<file path="config.mk">
export PLATFORM = sky130hd
export DESIGN_NAME = adc_scan_ctrl_flat
export DESIGN_NICKNAME = d
export VERILOG_FILES = /design/src/rtl/adc_scan_ctrl_pkg.sv /design/src/rtl/adc_scan_ctrl_if.sv /design/src/rtl/adc_scan_ctrl_shift.sv /design/src/rtl/adc_scan_ctrl.sv /design/src/flat_wrapper.sv
export SDC_FILE = /design/constraint.sdc
export NUM_CORES = 1
export LEC_CHECK = 0
export BUFFER_PORTS_ARGS = -buffer_cell sky130_fd_sc_hd__buf_4
export CORE_UTILIZATION = 44
export CTS_BUF_LIST = sky130_fd_sc_hd__clkbuf_4 sky130_fd_sc_hd__clkbuf_8 sky130_fd_sc_hd__clkbuf_16
export DETAILED_ROUTE_END_ITERATION = 8
export GPL_TIMING_DRIVEN = 1
export SYNTH_ARGS = -nofsm -noshare
export SYNTH_HDL_FRONTEND = slang
export SYNTH_SLANG_ARGS = --single-unit
</file>
<file path="constraint.sdc">
create_clock -name clk -period 3.2 [get_ports clk]
set_clock_uncertainty 0.15 [all_clocks]
set_input_delay 0.32 -clock clk [delete_from_list [all_inputs] [get_ports clk]]
set_output_delay 0.32 -clock clk [all_outputs]
set_load 0.01 [all_outputs]
</file>
<file path="src/rtl/adc_scan_ctrl_pkg.sv">
// Shared definitions for the LTC2308-class scan controller: FSM encoding,
// config-word layout and channel-sequencing helpers.
package adc_scan_pkg;

    typedef enum logic [2:0] {
        ST_IDLE,
        ST_CONV,
        ST_WAIT,
        ST_SHIFT,
        ST_ACQ
    } state_t;

    localparam int CFG_W   = 6;
    localparam int CFG_SD  = 5;
    localparam int CFG_OS  = 4;
    localparam int CFG_S1  = 3;
    localparam int CFG_S0  = 2;
    localparam int CFG_UNI = 1;
    localparam int CFG_SLP = 0;

    function automatic logic [CFG_W-1:0] ch2cfg(input logic [2:0] ch, input logic uni);
        logic [CFG_W-1:0] c;
        c          = '0;
        c[CFG_SD]  = 1'b1;
        c[CFG_OS]  = ch[0];
        c[CFG_S1]  = ch[2];
        c[CFG_S0]  = ch[1];
        c[CFG_UNI] = uni;
        c[CFG_SLP] = 1'b0;
        return c;
    endfunction

    // Lowest enabled channel above cur; wraps to the lowest enabled channel.
    function automatic logic [2:0] next_ch(input logic [7:0] mask, input logic [2:0] cur);
        logic [2:0] r;
        r = '0;
        for (int i = 7; i >= 0; i--)
            if (mask[i]) r = i[2:0];
        for (int i = 7; i >= 0; i--)
            if (mask[i] && (i > int'(cur))) r = i[2:0];
        return r;
    endfunction

endpackage

</file>
<file path="src/rtl/adc_scan_ctrl_if.sv">
// ADC pin bundle: the controller drives CONVST/SCK/SDI and receives SDO.
interface adc_scan_ctrl_if;
    logic adc_convst;
    logic adc_sck;
    logic adc_sdi;
    logic adc_sdo;

    modport master (output adc_convst, adc_sck, adc_sdi, input adc_sdo);
    modport slave  (input adc_convst, adc_sck, adc_sdi, output adc_sdo);
endinterface

</file>
<file path="src/rtl/adc_scan_ctrl_shift.sv">
// One SPI frame: SCK divider, config word out on SDI, DATA_W result bits in from SDO.
module adc_spi_shift
    import adc_scan_pkg::*;
#(
    parameter int CLK_DIV = 2,
    parameter int DATA_W  = 12
) (
    input  logic              clk,
    input  logic              rst_n,
    input  logic              go,
    input  logic [CFG_W-1:0]  cfg,
    output logic              done,
    output logic [DATA_W-1:0] data,
    output logic              sck,
    output logic              sdi,
    input  logic              sdo
);
    localparam int CW = (CLK_DIV > 1) ? $clog2(CLK_DIV) : 1;
    localparam int BW = $clog2(DATA_W);
    localparam logic [CW-1:0] HALF_END = CW'(CLK_DIV - 1);
    localparam logic [BW-1:0] LAST_BIT = BW'(DATA_W - 1);

    logic             active;
    logic [CW-1:0]    cnt;
    logic [BW-1:0]    nbit;
    logic [CFG_W-1:0] cfg_sr;

    // SDI and SDO both move on the SCK falling edge, so SDI is stable for the whole low phase.
    always_ff @(posedge clk or negedge rst_n) begin
        if (!rst_n) begin
            active <= 1'b0;
            cnt    <= '0;
            nbit   <= '0;
            cfg_sr <= '0;
            data   <= '0;
            done   <= 1'b0;
            sck    <= 1'b0;
            sdi    <= 1'b0;
        end else begin
            done <= 1'b0;
            if (!active) begin
                if (go) begin
                    active <= 1'b1;
                    cnt    <= '0;
                    nbit   <= '0;
                    sdi    <= cfg[CFG_W-1];
                    cfg_sr <= {cfg[CFG_W-2:0], 1'b0};
                end
            end else if (cnt == HALF_END) begin
                cnt <= '0;
                if (!sck) begin
                    sck <= 1'b1;
                end else begin
                    sck    <= 1'b0;
                    data   <= {data[DATA_W-2:0], sdo};
                    sdi    <= cfg_sr[CFG_W-1];
                    cfg_sr <= {cfg_sr[CFG_W-2:0], 1'b0};
                    if (nbit == LAST_BIT) begin
                        active <= 1'b0;
                        done   <= 1'b1;
                        sdi    <= 1'b0;
                    end else begin
                        nbit <= nbit + BW'(1);
                    end
                end
            end else begin
                cnt <= cnt + CW'(1);
            end
        end
    end

endmodule

</file>
<file path="src/rtl/adc_scan_ctrl.sv">
// Scan controller for an LTC2308-class SAR ADC: frame FSM, channel sequencing and
// re-tagging of results that arrive one frame after their config word.
module adc_scan_ctrl
    import adc_scan_pkg::*;
#(
    parameter int CLK_DIV    = 2,
    parameter int DATA_W     = 12,
    parameter int NUM_CH     = 8,
    parameter int CONVST_CYC = 2,
    parameter int CONV_CYC   = 80,
    parameter int ACQ_CYC    = 10
) (
    input  logic               clk,
    input  logic               rst_n,
    input  logic               en,
    input  logic               start,
    input  logic [NUM_CH-1:0]  ch_mask,
    input  logic               uni,
    output logic               busy,
    adc_scan_ctrl_if.master    adc,
    output logic               res_valid,
    output logic [2:0]         res_ch,
    output logic [DATA_W-1:0]  res_data,
    output logic               scan_done
);
    localparam int FRAME = CONV_CYC + 2 * CLK_DIV * DATA_W + ACQ_CYC;
    localparam int TW    = $clog2(FRAME);
    localparam logic [TW-1:0] T_CONV_END = TW'(CONVST_CYC - 1);
    // go is issued one SCK half-period early so the first rise lands exactly on CONV_CYC.
    localparam logic [TW-1:0] T_GO       = TW'(CONV_CYC - CLK_DIV - 1);
    localparam logic [TW-1:0] T_END      = TW'(FRAME - 1);

    state_t            state, next_state;
    logic [TW-1:0]     tcnt;
    logic [7:0]        mask_q, mask_in;
    logic              uni_q;
    logic [2:0]        send_ch, rd_ch;
    logic              send_vld, rd_vld;
    logic              go, done, scan_req;
    logic [CFG_W-1:0]  cfg_word;
    logic [DATA_W-1:0] shift_data;

    assign mask_in  = 8'(ch_mask);
    assign scan_req = (start | en) & (|ch_mask);
    assign busy     = (state != ST_IDLE);
    assign cfg_word = ch2cfg(send_ch, uni_q);

    always_ff @(posedge clk or negedge rst_n) begin
        if (!rst_n) state <= ST_IDLE;
        else        state <= next_state;
    end

    always_comb begin
        next_state = state;
        go         = 1'b0;
        case (state)
            ST_IDLE:  if (scan_req) next_state = ST_CONV;
            ST_CONV:  if (tcnt == T_CONV_END) next_state = ST_WAIT;
            ST_WAIT:  if (tcnt == T_GO) begin
                          go         = 1'b1;
                          next_state = ST_SHIFT;
                      end
            ST_SHIFT: if (done) next_state = ST_ACQ;
            ST_ACQ:   if (tcnt == T_END) next_state = rd_vld ? ST_CONV : ST_IDLE;
            default:  next_state = ST_IDLE;
        endcase
    end

    // Frame timer restarts on every CONVST rise; the result stage tags the frame's readout.
    always_ff @(posedge clk or negedge rst_n) begin
        if (!rst_n) begin
            tcnt           <= '0;
            mask_q         <= '0;
            uni_q          <= 1'b0;
            send_ch        <= '0;
            send_vld       <= 1'b0;
            rd_ch          <= '0;
            rd_vld         <= 1'b0;
            adc.adc_convst <= 1'b0;
            res_valid      <= 1'b0;
            res_ch         <= '0;
            res_data       <= '0;
            scan_done      <= 1'b0;
        end else begin
            adc.adc_convst <= (next_state == ST_CONV);
            res_valid      <= 1'b0;
            scan_done      <= 1'b0;
            if (state == ST_IDLE || (next_state == ST_CONV && state != ST_CONV))
                tcnt <= '0;
            else
                tcnt <= tcnt + TW'(1);

            if (state == ST_IDLE && scan_req) begin
                mask_q   <= mask_in;
                uni_q    <= uni;
                send_ch  <= next_ch(mask_in, 3'd7);
                send_vld <= 1'b1;
                rd_vld   <= 1'b0;
            end

            if (state == ST_SHIFT && done) begin
                res_valid <= rd_vld;
                scan_done <= rd_vld && (next_ch(mask_q, rd_ch) <= rd_ch);
                if (rd_vld) begin
                    res_ch   <= rd_ch;
                    res_data <= shift_data;
                end
                rd_ch    <= send_ch;
                rd_vld   <= send_vld;
                send_ch  <= next_ch(mask_q, send_ch);
                // Past the last channel: keep going when en is high, else one flush frame.
                send_vld <= send_vld && ((next_ch(mask_q, send_ch) > send_ch) || en);
            end
        end
    end

    adc_spi_shift #(
        .CLK_DIV (CLK_DIV),
        .DATA_W  (DATA_W)
    ) u_shift (
        .clk   (clk),
        .rst_n (rst_n),
        .go    (go),
        .cfg   (cfg_word),
        .done  (done),
        .data  (shift_data),
        .sck   (adc.adc_sck),
        .sdi   (adc.adc_sdi),
        .sdo   (adc.adc_sdo)
    );

endmodule

</file>
<file path="src/flat_wrapper.sv">
// flat-port wrapper written by rule: the top's interface ports become plain ports
module adc_scan_ctrl_flat import adc_scan_pkg::*;
#(
    parameter int CLK_DIV    = 2,
    parameter int DATA_W     = 12,
    parameter int NUM_CH     = 8,
    parameter int CONVST_CYC = 2,
    parameter int CONV_CYC   = 80,
    parameter int ACQ_CYC    = 10
)
  (clk, rst_n, en, start, ch_mask, uni, busy, res_valid, res_ch, res_data, scan_done, adc_adc_convst, adc_adc_sck, adc_adc_sdi, adc_adc_sdo);
  adc_scan_ctrl_if adc_i ();
  input  logic clk;
  input  logic rst_n;
  input  logic en;
  input  logic start;
  input  logic [NUM_CH-1:0] ch_mask;
  input  logic uni;
  output logic busy;
  output logic res_valid;
  output logic [2:0] res_ch;
  output logic [DATA_W-1:0] res_data;
  output logic scan_done;
  output wire logic [$bits(adc_i.adc_convst)-1:0] adc_adc_convst;
  output wire logic [$bits(adc_i.adc_sck)-1:0] adc_adc_sck;
  output wire logic [$bits(adc_i.adc_sdi)-1:0] adc_adc_sdi;
  input wire logic [$bits(adc_i.adc_sdo)-1:0] adc_adc_sdo;
  assign adc_adc_convst = adc_i.adc_convst;
  assign adc_adc_sck = adc_i.adc_sck;
  assign adc_adc_sdi = adc_i.adc_sdi;
  assign adc_i.adc_sdo = adc_adc_sdo;
  adc_scan_ctrl #(.CLK_DIV(CLK_DIV), .DATA_W(DATA_W), .NUM_CH(NUM_CH), .CONVST_CYC(CONVST_CYC), .CONV_CYC(CONV_CYC), .ACQ_CYC(ACQ_CYC)) u_core (.clk(clk), .rst_n(rst_n), .en(en), .start(start), .ch_mask(ch_mask), .uni(uni), .busy(busy), .adc(adc_i), .res_valid(res_valid), .res_ch(res_ch), .res_data(res_data), .scan_done(scan_done));
endmodule
</file>
Word level (Yosys, flattened, before mapping)
Index checks and enable logic that the tools add are counted.

storage, ports and cells
  logic and storage cells = 163
  bits in registers = 73
  input bits = 14
  output and inout bits = 21

cells by class
  order comparisons = 16
  equal/unequal tests = 13
  reduce and logical (&&, ||, !) cells = 31
  bitwise operators = 2
  multiplexer cells = 77
  add/sub/neg operators = 3

operators by type and width
  kind                 count
  $mux 3               39
  $mux 1               27
  $gt 3x3->1 const A   8
  $mux 6               4
  $mux 4               5
  $logic_and 1x1->1    19
  $pmux 3 s5           1
  $gt 2x3->1 const A   4
  $add 8x1->8 const B  1
  $eq 8x1->1 const B   1
  $eq 8x7->1 const B   1
  $eq 8x8->1 const B   1
  $mux 8               1
  $reduce_or 8->1      1
  $eq 3x1->1 const B   2
  $eq 3x2->1 const B   2
  $gt 1x3->1 const A   2
  $reduce_and 3->1     2
  $add 4x1->4 const B  1
  $eq 4x4->1 const B   1
  $ne 2x2->1 const B   2
  $reduce_and 2->1     2
  $reduce_and 4->1     1
  $reduce_bool 2->1    2
  other kinds (11)     12

Depth between registers and ports, before layout
Gate-level depths: netlist of the first run.

  depth in word-level cells = 20
  depth in mapped cells = 11
  gate-level depth less buffers = 11

By module
From an unflattened synthesis of the first run, not the netlist that was laid out.

second synthesis, totals
  cell total of the unflattened synthesis = 367
  area total of the unflattened synthesis = 3,638.5 sq um

by module, submodules not included
  module         times used  area each (sq um)  cells each  sequential area each (sq um)
  adc_scan_ctrl  1           2,526.2            257         1,151.1
  adc_spi_shift  1           1,112.3            110         650.6

Worst setup path before layout of the first run
No wires, ideal clock.

  path type = register to register
  from = register u_core.send_ch[0]
  to = register u_core.send_vld
  buffers on the path = 1
  clock period less this slack = 2.439 ns
  arrival = 2.163 ns
  data required time = 2.924 ns
  cell stages (with the launch flop) = 10
  slack = 0.761 ns
  setup time = 0.126 ns
  path through = dfrtp_1 > clkbuf_1 > nand2b_1 > and3_1 > or2_2 > a311oi_1 > ha_1 > a21oi_1 > a31oi_1 > o32a_1

on the way
  word-level cells in the longest chain between the ends = 14
  elaborated cells on any way between the ends = 26
  classes of those cells = 8 x order compare; 9 x mux; 9 x reduce/logical

ends and longest elaborated chain
  what                      line                     RTL
  start: declaration        adc_scan_ctrl.sv:37      logic [2:0] send_ch, rd_ch;
  start signal: assignment  adc_scan_ctrl.sv:96      send_ch <= next_ch(mask_in, 3'd7);
  start signal: assignment  adc_scan_ctrl.sv:110     send_ch <= next_ch(mask_q, send_ch);
  $gt 3x3->1                adc_scan_ctrl_pkg.sv:40  if (mask[i] && (i > int'(cur))) r = i[2:0];
  $logic_and 1x1->1         adc_scan_ctrl_pkg.sv:40
  $mux 3 (7 in a row)       adc_scan_ctrl_pkg.sv:40
  $mux 3                    adc_scan_ctrl.sv:101     if (state == ST_SHIFT && done) begin
  $gt 3x3->1 *              adc_scan_ctrl.sv:112     send_vld <= send_vld && ((next_ch(mask_q, send_ch) > send_ch) || en);
  $logic_or 1x1->1 *        adc_scan_ctrl.sv:112
  $logic_and 1x1->1 *       adc_scan_ctrl.sv:112
  $mux 1 *                  adc_scan_ctrl.sv:101
  end signal: assignment    adc_scan_ctrl.sv:112
  end: declaration          adc_scan_ctrl.sv:38      logic send_vld, rd_vld;

Every way passes the cells marked *; elsewhere a longest branch is shown, timed or not. The select of a mux whose other input is x is not followed.
A chain may end at the register's enable or synchronous reset.

Final worst setup path of the first run
Same ends and word-level chain as after synthesis.

==> results of run 1 <==
## cell families (layout without fill, tap and decap cells)
kind of cell               count (synthesis)  count (layout)  share of synthesized area [%]
and+or+nand+nor                          158             158                          20.08
DFF                                       71              71                          49.86
AOI/OAI and AO/OA                         64              64                          13.03
buffers and inverters                     29              65                          3.827
muxes                                     25              25                          7.830
adders and majority gates                  9               9                          3.160
xor gates and xnor gates                   9               9                          2.212
## how the worst max path moves through the flow
stage | cells after the start | start | endpoint
6_report | 8 | u_core.send_ch[0]$_DFFE_PN0P_ | u_core.send_vld$_DFFE_PN0P_
5_1_grt | 9 | u_core.mask_q[7]$_DFFE_PN0P_ | u_core.send_vld$_DFFE_PN0P_
4_1_cts | 8 | u_core.send_ch[0]$_DFFE_PN0P_ | u_core.send_vld$_DFFE_PN0P_
3_5_place_dp | 8 | u_core.send_ch[0]$_DFFE_PN0P_ | u_core.send_vld$_DFFE_PN0P_
3_3_place_gp | 8 | u_core.send_ch[0]$_DFFE_PN0P_ | u_core.send_vld$_DFFE_PN0P_
2_1_floorplan | 9 | u_core.send_ch[0]$_DFFE_PN0P_ | u_core.send_vld$_DFFE_PN0P_
## stage by stage
step / instances / instance area [µm²] / utilization (%) / hold WS, ps / setup slack, ps
global route: 503 / 4101 / 52.80 / 44.66 / 413.9
detailed placement: 486 / 3870 / 49.82 / 321.0 / 595.8
CTS: 503 / 4101 / 52.80 / 6.827 / 564.2
finish: 503 / 4101 / 52.80 / 15.36 / 550.3
global placement: 486 / 3870 / 49.82 / 315.9 / 660.3
floorplan: 365 / 3563 / - / -125.6 / 760.6
## worst min-delay path, cell delays in order
cell     delay, ps
buf_4           70
nand2_1         40
nand2_1         40
## cell type report
class                   instances  area, µm²
well taps                     102      127.6
repair buffers                 37      280.3
inverters                      12      45.04
flip-flops and latches         71       1777
clock buffers                   9      123.9
clock inverters                 7      97.59
multi-input cells             265       1650
fillers                       722       3666
## metal layers
metal	GRT usage, %	part of all wire, %	routed length (µm)
met4	6.510	1.2	86
met3	2.819	3.1	223
met1	25.73	48	3464
met5	0	0	0
met2	28.79	48	3467
## cells in the final DEF (no fill, tap or decap), types with 3 or more instances in the layout
cell       instances
nor2_1            37
o21ai_0           11
dfrtp_1           71
nor2b_1            5
nand3_1            4
a21oi_1           15
inv_1             12
nor3_1             6
and3_1             7
xnor2_1            3
nand4_1            3
nand2b_1           4
a21boi_0           3
nand2_1           75
a31oi_1            3
ha_1               9
mux2_2            23
nor4_1             3
buf_4             36
a2bb2oi_1          3
clkbuf_8           9
o31ai_1            4
xor2_1             6
a221o_1            4
## power by group
| part | internal (mW) | leakage (nW) | switching (mW) |
|---|---|---|---|
| logic | 0.0577 | 0.906 | 0.0705 |
| registers | 0.906 | 0.939 | 0.0187 |
| clock network | 0.440 | 0.105 | 0.354 |
| total | 1.40 | 1.95 | 0.443 |
## repair_timing
action	4_1_cts	5_1_grt
setup endpoints to repair	0	0
hold buffers	1	0
hold endpoints to repair	71	0
## state kept, by name, summed over array words and instances (netlist names)
signal                 cells
u_core.rd_vld              1
u_core.u_shift.cnt         1
u_core.send_ch             3
u_core.u_shift.data       12
u_core.rd_ch               3
u_core.res_ch              3
u_core.u_shift.active      1
u_core.u_shift.cfg_sr      4
u_core.adc.adc_convst      1
u_core.tcnt                8
u_core.res_valid           1
u_core.res_data           12
u_core.u_shift.sck         1
u_core.u_shift.nbit        4
u_core.scan_done           1
u_core.mask_q              8
u_core.u_shift.done        1
u_core.state               3
u_core.u_shift.sdi         1
u_core.uni_q               1
u_core.send_vld            1
==> summary.md, run 1 <==
| Metric | Value |
|---|---|
| Run status | completed |
| Largest area contributor in the netlist | dfrtp_1 |
| Slew Limit Fails | 0 |
| Syn avg cell area | 9.763 µm² |
| Root cell of the clock tree | clkbuf_8 |
| R2R cell count | 8 |
| First-pass GRT wire length | between 10000 and 15000 µm |
| Worst vdd ir | 0.0002111 V |
| Vias | 2673 |
| Resized cells post-CTS | 0 |
| I/O pin cnt | 35 |
| Die Span Y | slightly above 90 µm |
| Critical Path, Cell by Cell | nand2b_1 > and3_1 > or2_2 > a311oi_1 > ha_1 > a21oi_1 > a31oi_1 > o32a_1 |
| Crit path kind | flip-flop to flip-flop |
| Top delay family on crit path | compound AO/OA/AOI/OAI gates |
| FF-to-FF setup slack | 550 ps |
| Core area | 7767 µm² |
| Pwr Density | 450.3 nW/µm² |
| Hold Path Cell Cnt | 3 |
| Vias in the first global route | 2550 |
| # setup viols final | 0 |
| Largest net degree at the start of global routing | 72 |
| Max-Cap Viols | 0 |
| # rows | 32 |
| Instance count of the mapped netlist | about 370 |
| Clock-pin slew on the worst setup and hold paths | 80 ps |
| Drt drc | 0 |
| Hold/Removal Path Class | input pin to flip-flop |
| Layout overhead on the synthesized area | 15.10% |
| Overflow left after global routing | 0 |
| RD Place Congestion | 0.8749 |
| H-tree depth | 3 |
| Post-Syn Nets | around 390 |
| Final Hold Vio Count | 0 |
| Post-synth EDFFs | 0 |
| Clock Latency Late Sink | 340 ps |
| Netlist Area Pre-Place | 3563 µm² |
| Port bufs | 34 |
| Slowest CP cell | dfrtp_1 |
| # diodes | 0 |
| Worst path arrival time | 2730 ps |
| Post-synth top cells | nand2_1, dfrtp_1, nor2_1 |
| Fin Setup TNS | 0 ps |
| Area contributors post-synth | dfrtp_1, nand2_1, mux2_2, nor2_1, ha_1 |
| Reg2reg end | u_core.send_vld$_DFFE_PN0P_ |
| Upper clock frequency limit | 377.4 MHz |
| CP Buf/Inv Count | 0 |
| Share of the synthesized area in the top cell type | 49.86% |
| CTS tree | yes |
| Worst Hold End | u_core.u_shift.data[0]$_DFFE_PN0P_ |
| Initial Util | 45.88% |
| Chip width | 91.99 µm |
| Slew @ Worst Pin | approximately 870 ps |
| Period utilization | 82.80% |
| Number of library cell types mapped by synthesis | 52 |
| Die area | roughly 8500 µm² |
| FFs w/ async S/R, synth | 100.0% |
| Sequential-to-total area share from yosys stat | about half |
| Dominant synthesized flop cell | dfrtp_1 |
| CP Capture Type | flip-flop |
| Worst r2r src | u_core.send_ch[0]$_DFFE_PN0P_ |
| Via density | 5.314 |
| Slew headroom | 41.68% |
| CTS buffer count | 9 |
| Most frequent cell after synthesis | nand2_1 |
| Critical path fanouts, max | 10 |
| Warnings from Yosys | 0 |
| Drt pass-1 iters | 4 |
| Clock sink total | 71 |
| Setup Buffers After CTS | 0 |
| WP data required | roughly 3300 ps |
| Kind of start point of the critical path | flip-flop |
| Crit path largest cell delay | 490 ps |
| Min Tclk post-route | 2650 ps |
| Max clock buf depth | 2 |
| Drt total wl | 7241 µm |
| Static Leakage | 1.950 nW |
| Hold_sp | adc_adc_sdo |
| Power, Total | 1.847 mW |
| Flops & latches, synth | 71 |
| Layout cells sized above 1 | 21.20% |
| Initial antenna violation count | 0 |
| Avg WL per Cell | 14.40 µm |
| Total track usage | 18.32% |
| Detail Route Antenna Nets | 0 |
| Final net count | ~420 |
| Initial DRC Count | 124 |
| RSZ-0062 raised after global routing | false |
| DP Wirelength | 4863 µm |
Note: power is estimated with default switching activity, not from simulation.
==> run 2: changes to the inputs <==
==> constraint.sdc (replaced) <==
create_clock -name clk -period 2.32 [get_ports clk]
set_clock_uncertainty 0.15 [all_clocks]
set_input_delay 0.232 -clock clk [delete_from_list [all_inputs] [get_ports clk]]
set_output_delay 0.232 -clock clk [all_outputs]
set_load 0.01 [all_outputs]
==> summary.md, run 2 (same netlist as run 1, synthesis figures left out) <==
| Metric | Value |
|---|---|
| Fin util | 60.04% (+7.2 points) |
| Largest net degree at the start of global routing | 72 (unchanged) |
| # diodes | 0 (unchanged) |
| CTS tree | yes |
| Sw Share | 24.03% (+0.027 points) |
| Period utilization | 100.2% (+17 points) |
| # rows | 32 (unchanged) |
| Reg2reg end | u_core.send_vld$_DFFE_PN0P_ |
| Kind of start point of the critical path | flip-flop |
| Drt pass-1 iters | 4 (unchanged) |
| Pwr Density | 569.1 nW/µm² (+26%) |
| Layout overhead on the synthesized area | 30.86% |
| Crit path kind | flip-flop to flip-flop |
| # setup viols final | 1 (+1) |
| Drt drc | 0 (unchanged) |
| H-tree depth | 3 (unchanged) |
| R2R cell count | 10 (+2) |
| Chip width | 91.99 µm (unchanged) |
| Min Tclk post-route | 2325 ps (-324.7 ps) |
| CTS buffer count | 9 (unchanged) |
| Initial antenna violation count | 0 (unchanged) |
| DP Wirelength | 5181 µm (+6.5%) |
| Final net count | 471 (+12%) |
| Detail Route Antenna Nets | 0 (unchanged) |
| I/O pin cnt | 35 (unchanged) |
| Met3 global-route usage | 5.307% (+2.5 points) |
| Die Span Y | 91.99 µm (unchanged) |
| WP data required | 2410 ps (-870 ps) |
| Failing checks | negative setup slack |
| Seq pwr share | 48.2% (-1.9 points) |
| Clock share of power | 41.2% (-1.8 points) |
| Slew headroom | 39.72% (-2.0 points) |
| Final Hold Vio Count | 0 (unchanged) |
| Upper clock frequency limit | 430.1 MHz (+14%) |
| Worst Setup SP | u_core.mask_q[7]$_DFFE_PN0P_ |
| FF-to-FF setup slack | -5 ps (-560 ps) |
| Via density | 5.126 (-3.5%) |
| Largest regs | u_core.res_data x12, u_core.u_shift.data x12 |
| Port bufs | 34 (unchanged) |
| Most used routing layer | met2 |
| Worst Hold End | u_core.uni_q$_DFFE_PN0P_ |
| Initial DRC Count | 99 (-20%) |
| Max-Cap Viols | 0 (unchanged) |
| Critical path fanouts, max | 5 (-5) |
| Total track usage | 20.14% (+1.8 points) |
| Vias in the first global route | 2876 (+13%) |
| Commonest non-fill, non-tap cells in the layout | nand2_1, buf_4, dfrtp_1 |
| Root cell of the clock tree | clkbuf_8 |
| RD Place Congestion | 0.9016 (+3.1%) |
| Routing usage on met1 | 25.89% (+0.16 points) |
| Avg WL per Cell | 14.01 µm (-2.7%) |
| Vias | 2845 (+6.4%) |
| Clock Latency Late Sink | 350 ps (about the same) |
| Core area | 7767 µm² (unchanged) |
| Initial Util | 45.88% (unchanged) |
| Clock-pin slew on the worst setup and hold paths | 80 ps (about the same) |
| Worst setup margin | -4.995 ps (-555.3 ps) |
| Overflow left after global routing | 0 (unchanged) |
| Slew Limit Fails | 0 (unchanged) |
| Power, Total | 2.654 mW (+44%) |
| RSZ-0062 raised after global routing | true |
| Static Leakage | 2.225 nW (+14%) |
| Run status | finished, violations left |
| Hold Path Cell Cnt | 4 (+1) |
| CP Capture Type | flip-flop |
| Comb pwr share | 10.7% (+3.8 points) |
| Internal power | 2.016 mW (+44%) |
| Max clock buf depth | 2 (unchanged) |
| Slew @ Worst Pin | 904.1 ps (+29.41 ps) |
| Die area | 8462 µm² (unchanged) |
| Layout cells sized above 1 | 33.33% (+12 points) |
| Worst path arrival time | 2410 ps (-320 ps) |
| Switching power | 0.6378 mW (+44%) |
| Grt met2 use | 32.59% (+3.8 points) |
| Hold_sp | start |
| Worst vdd ir | 0.0003686 V (+75%) |
| Clock sink total | 71 (unchanged) |
| Worst r2r src | u_core.mask_q[7]$_DFFE_PN0P_ |
| Hold/Removal Path Class | input pin to flip-flop |
| Drt total wl | 7773 µm (+7.3%) |
| First-pass GRT wire length | 13370 µm (+8.9%) |
-- run 2: layout make-up --
class	instances	area (µm²)
Inverter	12	45.04
Sequential cell	71	1783
Tap cell	102	127.6
Timing Repair Buffer	89	705.7
Multi-Input combinational cell	265	1785
Fill cell	693	3104
Clock buffer	10	131.4
Clock inverter	6	85.08
-- run 2: through the flow --
stage	cells	setup TNS [ps]	cell area (µm²)	setup WS, ps	hold WS [ps]
final	555	-4.995	4663	-4.995	284.9
after global routing	555	-138.5	4663	-135.1	325.9
after CTS	552	-13.39	4558	-13.39	274.0
after detailed placement	522	-83.61	4161	-83.61	274.1
after global placement	522	-78.76	4161	-78.76	261.8
after floorplan	365	0	3595	5.061	-213.6
-- run 2: power groups by stage --
stage	clock, mW	sequential [mW]	combinational [mW]
2_1_floorplan	0	1.29	0.117
3_3_place_gp	0	1.30	0.223
3_5_place_dp	0	1.30	0.223
4_1_cts	1.13	1.27	0.260
5_1_grt	1.19	1.28	0.311
6_report	1.09	1.28	0.283
-- run 2: worst max-delay path by stage --
stage | end | slack (ps) | cells after the start
floorplan | u_core.send_vld$_DFFE_PN0P_ | 5 | 10
global placement | u_core.send_vld$_DFFE_PN0P_ | -80 | 9
detailed placement | u_core.send_vld$_DFFE_PN0P_ | -80 | 9
CTS | u_core.send_vld$_DFFE_PN0P_ | -10 | 9
global route | u_core.send_vld$_DFFE_PN0P_ | -140 | 9
finish | u_core.send_vld$_DFFE_PN0P_ | -5 | 10
-- run 2: worst max-delay path, cell delays in order (launching register included) --
cell and delay [ps]:
dfrtp_2 470, nor2b_1 150, o21ai_0 240, o221a_2 250
a2bb2oi_2 160, ha_1 170, inv_1 40, a21o_1 140
a21oi_1 110, a31oi_1 50, o32a_1 280
-- run 2: what timing repair did --
action	4_1_cts	5_1_grt
hold buffers	12	0
gates resized for setup	9	22
buffers inserted	2	4
hold endpoints to repair	83	0
endpoints found under the setup margin	1	10
pin swaps	4	11
-- run 2: routing by layer --
metal  up-vias  routed length (µm)
met5         -                   0
met4         0                 119
met3        11                 193
met2        38                3801
met1      1368                3659
li1       1428                   -
